### src/rtl/aes_round_sequencer.sv
// rtl/aes_round_sequencer.sv - AES encryption round sequencer
// Fetches round keys one at a time and drives an external combinational round datapath.
module aes_round_sequencer #(
  parameter int NR = 10
) (
  input  logic         clk,
  input  logic         resetn,
  input  logic         in_valid,
  output logic         in_ready,
  input  logic [127:0] in_data,
  output logic         key_req,
  output logic [3:0]   key_idx,
  input  logic         key_ack,
  input  logic [127:0] key_data,
  output logic [127:0] rnd_in,
  output logic         rnd_last,
  input  logic [127:0] rnd_out,
  output logic         out_valid,
  input  logic         out_ready,
  output logic [127:0] out_data,
  output logic         busy
);

  typedef enum logic [1:0] {IDLE, KEY, DONE} state_t;

  localparam logic [3:0] LAST = 4'(NR);

  state_t       state;
  logic [127:0] st;
  logic [3:0]   r;

  // Status flags are registered alongside the state so no output depends on key_ack.
  always_ff @(posedge clk or negedge resetn) begin
    if (!resetn) begin
      state     <= IDLE;
      st        <= '0;
      r         <= '0;
      in_ready  <= 1'b1;
      key_req   <= 1'b0;
      out_valid <= 1'b0;
      busy      <= 1'b0;
    end else begin
      case (state)
        IDLE: begin
          if (in_valid) begin
            st       <= in_data;
            r        <= 4'd0;
            state    <= KEY;
            in_ready <= 1'b0;
            key_req  <= 1'b1;
            busy     <= 1'b1;
          end
        end
        KEY: begin
          if (key_ack) begin
            if (r == 4'd0) begin
              st <= st ^ key_data;
              r  <= 4'd1;
            end else begin
              st <= rnd_out ^ key_data;
              if (r == LAST) begin
                state     <= DONE;
                key_req   <= 1'b0;
                out_valid <= 1'b1;
              end else begin
                r <= r + 4'd1;
              end
            end
          end
        end
        DONE: begin
          if (out_ready) begin
            state     <= IDLE;
            out_valid <= 1'b0;
            busy      <= 1'b0;
            in_ready  <= 1'b1;
          end
        end
        default: begin
          state     <= IDLE;
          in_ready  <= 1'b1;
          key_req   <= 1'b0;
          out_valid <= 1'b0;
          busy      <= 1'b0;
        end
      endcase
    end
  end

  assign key_idx  = r;
  assign rnd_in   = st;
  assign rnd_last = (r == LAST);
  assign out_data = st;

endmodule

### config.mk
export PLATFORM = sky130hd
export DESIGN_NAME = aes_round_sequencer
export DESIGN_NICKNAME = d
export VERILOG_FILES = /design/src/rtl/aes_round_sequencer.sv
export SDC_FILE = /design/constraint.sdc
export NUM_CORES = 1
export LEC_CHECK = 0
export ABC_AREA = 1
export BUFFER_PORTS_ARGS = -buffer_cell sky130_fd_sc_hd__buf_2
export CORE_AREA = 2 2 256 258
export DETAILED_ROUTE_END_ITERATION = 7
export DIE_AREA = 0 0 258 260
export PLACE_DENSITY = 0.49
export SYNTH_ARGS = -nofsm -noshare
export SYNTH_HDL_FRONTEND = slang
export SYNTH_SLANG_ARGS = --single-unit
### constraint.sdc
create_clock -name clk -period 1.7 [get_ports clk]
set_clock_uncertainty 0.1 [all_clocks]
set_input_delay 0.085 -clock clk [delete_from_list [all_inputs] [get_ports clk]]
set_output_delay 0.085 -clock clk [all_outputs]
set_load 0.01 [all_outputs]
==> Word-level counts from Yosys, hierarchy flattened <==
Index checks and enable logic that the tools add are counted.
{ "word_totals": {"output_inout_bits": 265, "ff_bits": 138, "in_bits": 389} }
{ "classes": {"n_eq_ne": 9, "n_bitwise": 5, "reduce_logical": 9, "n_mux": 29, "add_sub_neg": 1} }
{ "ops": {"columns": ["op", "n"], "rows": [
  ["128-bit two-way mux", 3],
  ["128-bit one-hot mux with 2 select lines", 1],
  ["128-bit bitwise XOR", 2],
  ["4-bit two-way mux", 4],
  ["5-bit AND reduction", 3],
  ["1-bit one-hot mux with 3 select lines", 4],
  ["1-bit two-way mux", 10],
  ["2-bit two-way mux", 5],
  ["2-bit inequality test (second input constant)", 5],
  ["4-bit one-hot mux with 2 select lines", 1],
  ["2-bit one-hot mux with 3 select lines", 1],
  ["3-bit AND reduction", 2],
  ["4-bit by 1-bit adder with 4-bit output (second input constant)", 1],
  ["4-bit == test (second input constant)", 1],
  ["4-bit logical NOT", 1],
  ["4-bit AND reduction", 1],
  ["3-bit inequality test (second input constant)", 1],
  ["1-bit inverter", 3],
  ["2-bit by 1-bit == test with 1-bit output (second input constant)", 1],
  ["2-bit == test (second input constant)", 1],
  ["2-bit logical NOT", 1],
  ["2-bit nonzero test", 1]
]} }

==> Logic depth before layout (Yosys ltp) <==
{ "logic_depth": {"word_depth": 5, "depth_mapped": 11, "depth_no_buf": 9} }

==> Least setup slack after synthesis <==
Ideal clock, no wire load.
{ "synth_timing": {"path_kind": "register to register", "start": "reg r[0] (netlist: key_idx[0])", "end": "reg st[0] (netlist: out_data[0])", "path_stages_with_launch": 11, "period_less_slack_ns": 1.810, "n_path_buf": 3, "setup_ns": 0.116, "arrival_time_ns": 1.594, "required_time_ns": 1.484, "slack_ns": -0.110, "path_cell_list": "dfrtp_1 > inv_1 > ha_1 > buf_2 > buf_2 > clkbuf_1 > nand3_1 > nand3_1 > nand3_1 > nand2_1 > nand2_1"} }
{ "synth_via": {"elab_chain_cells": 4} }
{ "synth_rtl": {"columns": ["element", "line", "text"], "rows": [
  ["start: declaration", "30", "logic [3:0] r;"],
  ["start signal: assignment", "66", "r <= r + 4'd1;"],
  ["4-bit logical NOT", "56", "if (r == 4'd0) begin"],
  ["128-bit two-way mux", "56", null],
  ["128-bit two-way mux", "55", "if (key_ack) begin"],
  ["128-bit one-hot mux with 2 select lines", "43", "case (state)"],
  ["end signal: assignment", "46", "st <= in_data;"],
  ["end signal: assignment", "57", "st <= st ^ key_data;"],
  ["end signal: assignment", "60", "st <= rnd_out ^ key_data;"],
  ["end: declaration", "29", "logic [127:0] st;"]
]} }
Every way passes these cells. The select of a mux whose other input is x is not followed.
A chain may end at the register's enable or synchronous reset.

==> Final worst setup path <==
{ "layout_timing": {"start": "reg r[0] (netlist: key_idx[0])", "end": "reg st[21] (netlist: out_data[21])"} }
Same word-level chain as after synthesis.

==> summary.txt <==
Critical path
  • Data arrival, critical path: 2050 ps
  • CP startpoint kind: flip-flop
  • Worst-path fanout max: 24
  • Crit path required time: 1970 ps
  • CP Class: flip-flop to flip-flop
  • CP Capture Type: flip-flop

Timing
  • Worst rel slew slack: 0.606
  • Fin. max-slew vios: 0
  • Min Tclk post-route: 1780 ps
  • RSZ-0062 raised after global routing: true
  • Final hold viol count: 0
  • Slew at the pin with the worst max-slew slack: 590 ps
  • Period utilisation layout: 1.05
  • Final setup fails: 109
  • FMAX: 561 MHz
  • PnR worst setup slack: -81.5 ps
  • WHS: 60.6 ps

Yosys
  • Area leader, netlist: dfrtp_1
  • Syn_area_per_cell: 5.68 um^2
  • Register area share after synthesis: 0.255
  • Top-count cell post-synth: nand2_1
  • Ys Warns: 0
  • Number of distinct library cells after synthesis: 23
  • Ranking of synthesized cells by area: dfrtp_1, nand3_1, nand2_1, inv_1, buf_4
  • Synth top cells by count: nand2_1, nand3_1, inv_1, dfrtp_1, buf_4
  • Async set-reset flop share out of synthesis: 1.00
  • Post-synth EDFFs: 0
  • Post-synth top area share: 0.253
  • Post-synthesis cell area: 13500 um^2
  • Syn Nets: 2775
  • Post-synthesis register bit count: 138
  • Post-Synthesis Cells: 2383
  • Main synth FF type: dfrtp_1

Die
  • # IOs: 654
  • Die Y: 260 um
  • Die W: 258 um
  • Initial Util: 0.211
  • CORE AREA: 64100 um^2
  • Row Count: 93
  • Die area: 67100 um^2

Routing
  • Antenna violation net count after detailed routing: 0
  • WL per Instance: 14.6 um
  • Overall routed net length: 60.9 mm
  • Drt first pass iters: 7
  • Via/cell ratio: 4.23
  • Vias: 17.7k
  • 1st-iter DRT viols: 1055
  • Drt drc: 0

Finish
  • Final Cell Area: 22700 um^2
  • Share of layout cells above drive strength 1: 0.257
  • Area Overhead vs Synth: 67.6%
  • Layout Nets: 3702

Placement
  • PortBufs: 653
  • Hpwl dp: 41.9 mm
  • Pre-CTS setup slack: -26.2 ps
  • Post-DP Area: 17600 um^2
  • GPL Wtd Cong: 0.861

Global routing
  • Largest net degree at the start of global routing: 81
  • Global route overflow: 0
  • Antenna violations before repair: 2
  • First-pass GRT wire length: 90.8 mm
  • Global-route usage over all layers: 0.171
  • Number of global-route vias before repair: 16.7k

Clock network
  • Clock Sinks: 138
  • Worst-path clk slew: 70 ps
  • Max Root-Sink Buffers: 2
  • TritonCTS Buffers: 17
  • Root Buffer: clkbuf_16
  • Worst skew pair latency: 480 ps
  • CTS tree: yes
  • Htree depth: 4

Status
  • Failing checks: negative setup slack
  • Status: finished, violations left

Power
  • Max VDD drop: 0.940 mV
  • PD cells: 1740 nW/um^2
  • Power after layout: 39.5 mW
  • Leak: 13.4 nW

Flow run
  • Max-Cap Viols: 0

Hold path
  • Hold WC Path Type: input pin to asynchronous set/reset pin
-- registers in the layout, indices dropped and copies added, names as in the netlist --
register	cells
busy	1
in_ready	1
key_idx	4
key_req	1
out_data	128
out_valid	1
state	2
-- power by group --
group,switching [mW],total (mW),internal [mW]
sequential,2.49,7.51,5.02
combinational,15.9,27.9,12.0
clock,1.71,4.10,2.39
total,20.1,39.5,19.4
-- per-stage QoR --
stage	util	instances	setup TNS (ps)
2_1_floorplan	-	2383	-1090
3_3_place_gp	0.275	3739	-5.29
3_5_place_dp	0.275	3739	-121
4_1_cts	0.348	4165	-7310
5_1_grt	0.354	4179	-17290
6_report	0.354	4179	-3470
-- cells by family (layout without fill, tap and decap cells) --
| logic type | after synthesis | in the layout | synth area share |
|---|---|---|---|
| and+or+nand+nor | 1317 | 1317 | 0.427 |
| buffers and inverters | 789 | 1729 | 0.264 |
| DFF | 138 | 138 | 0.255 |
| AOI/OAI and AO/OA | 134 | 134 | 0.0496 |
| adders and majority gates | 3 | 3 | 0.00278 |
| xor gates and xnor gates | 2 | 2 | 0.00130 |
| other | 0 | 1 | 0 |
-- metal layers --
metal | track usage | routed length (um) | vias up
met5 | 0 | 13 | -
met4 | 0.0539 | 1280 | 2
met3 | 0.0300 | 3000 | 68
met2 | 0.303 | 30200 | 555
met1 | 0.208 | 26400 | 7999
li1 | - | - | 9055
-- final timing paths --
kind / start / to / slack, ps / cells past startpoint
setup / recovery: key_idx[0]$_DFFE_PN0P_ / out_data[21]$_DFFE_PN0P_ / -80 / 10
hold / removal: resetn / out_data[115]$_DFFE_PN0P_ / 60 / 3
setup reg to reg: key_idx[0]$_DFFE_PN0P_ / out_data[21]$_DFFE_PN0P_ / -80 / 10
hold reg to reg: busy$_DFFE_PN0P_ / busy$_DFFE_PN0P_ / 390 / 2
max in group asynchronous: resetn / out_data[59]$_DFFE_PN0P_ / 900 / 3
min in group clk: in_data[84] / out_data[84]$_DFFE_PN0P_ / 60 / 6
-- critical path, stage by stage, from the launching register on --
cell	delay [ps]
dfrtp_1	390
inv_2	70
buf_6	90
ha_4	230
buf_12	190
buf_12	190
nand3_1	100
nand3_1	100
nand3_1	70
nand2_1	60
nand2_1	40
-- layout make-up --
cell class              instances  area (um^2)
fillers                      6847        41400
repair buffers               1178         8940
multi-input cells            1456         6640
flip-flops and latches        138         3450
inverters                     519         1950
well taps                     855         1070
clock buffers                  22          464
clock inverters                10          141
diodes                          1         2.50
-- cells in the final DEF (no fill, tap or decap), types with 2 or more instances in the layout --
cell,n
clkbuf_8,2
ha_1,2
bufinv_16,3
inv_1,515
buf_6,21
nand3_2,13
xor2_1,2
dfrtp_1,137
buf_16,7
bufbuf_16,2
buf_2,651
buf_8,2
o21ai_0,127
buf_4,72
dlygate4sd3_1,387
inv_2,3
nand2_1,656
clkinvlp_4,2
nand2_2,5
o21ai_1,5
nand3_1,633
clkinv_4,2
buf_12,31
nor2_4,3
clkbuf_1,3
nand2_4,2
clkinv_2,2
clkbuf_16,22
-- timing repair --
action | CTS | global route
pin swaps | 4 | 19
setup endpoints to repair | 92 | 135
cloned | 3 | 5
gates resized for setup | 20 | 42
endpoints found under the hold margin | 272 | 0
hold buffers | 387 | 0
setup buffers | 5 | 8
Power figures use the tool's default switching activity.
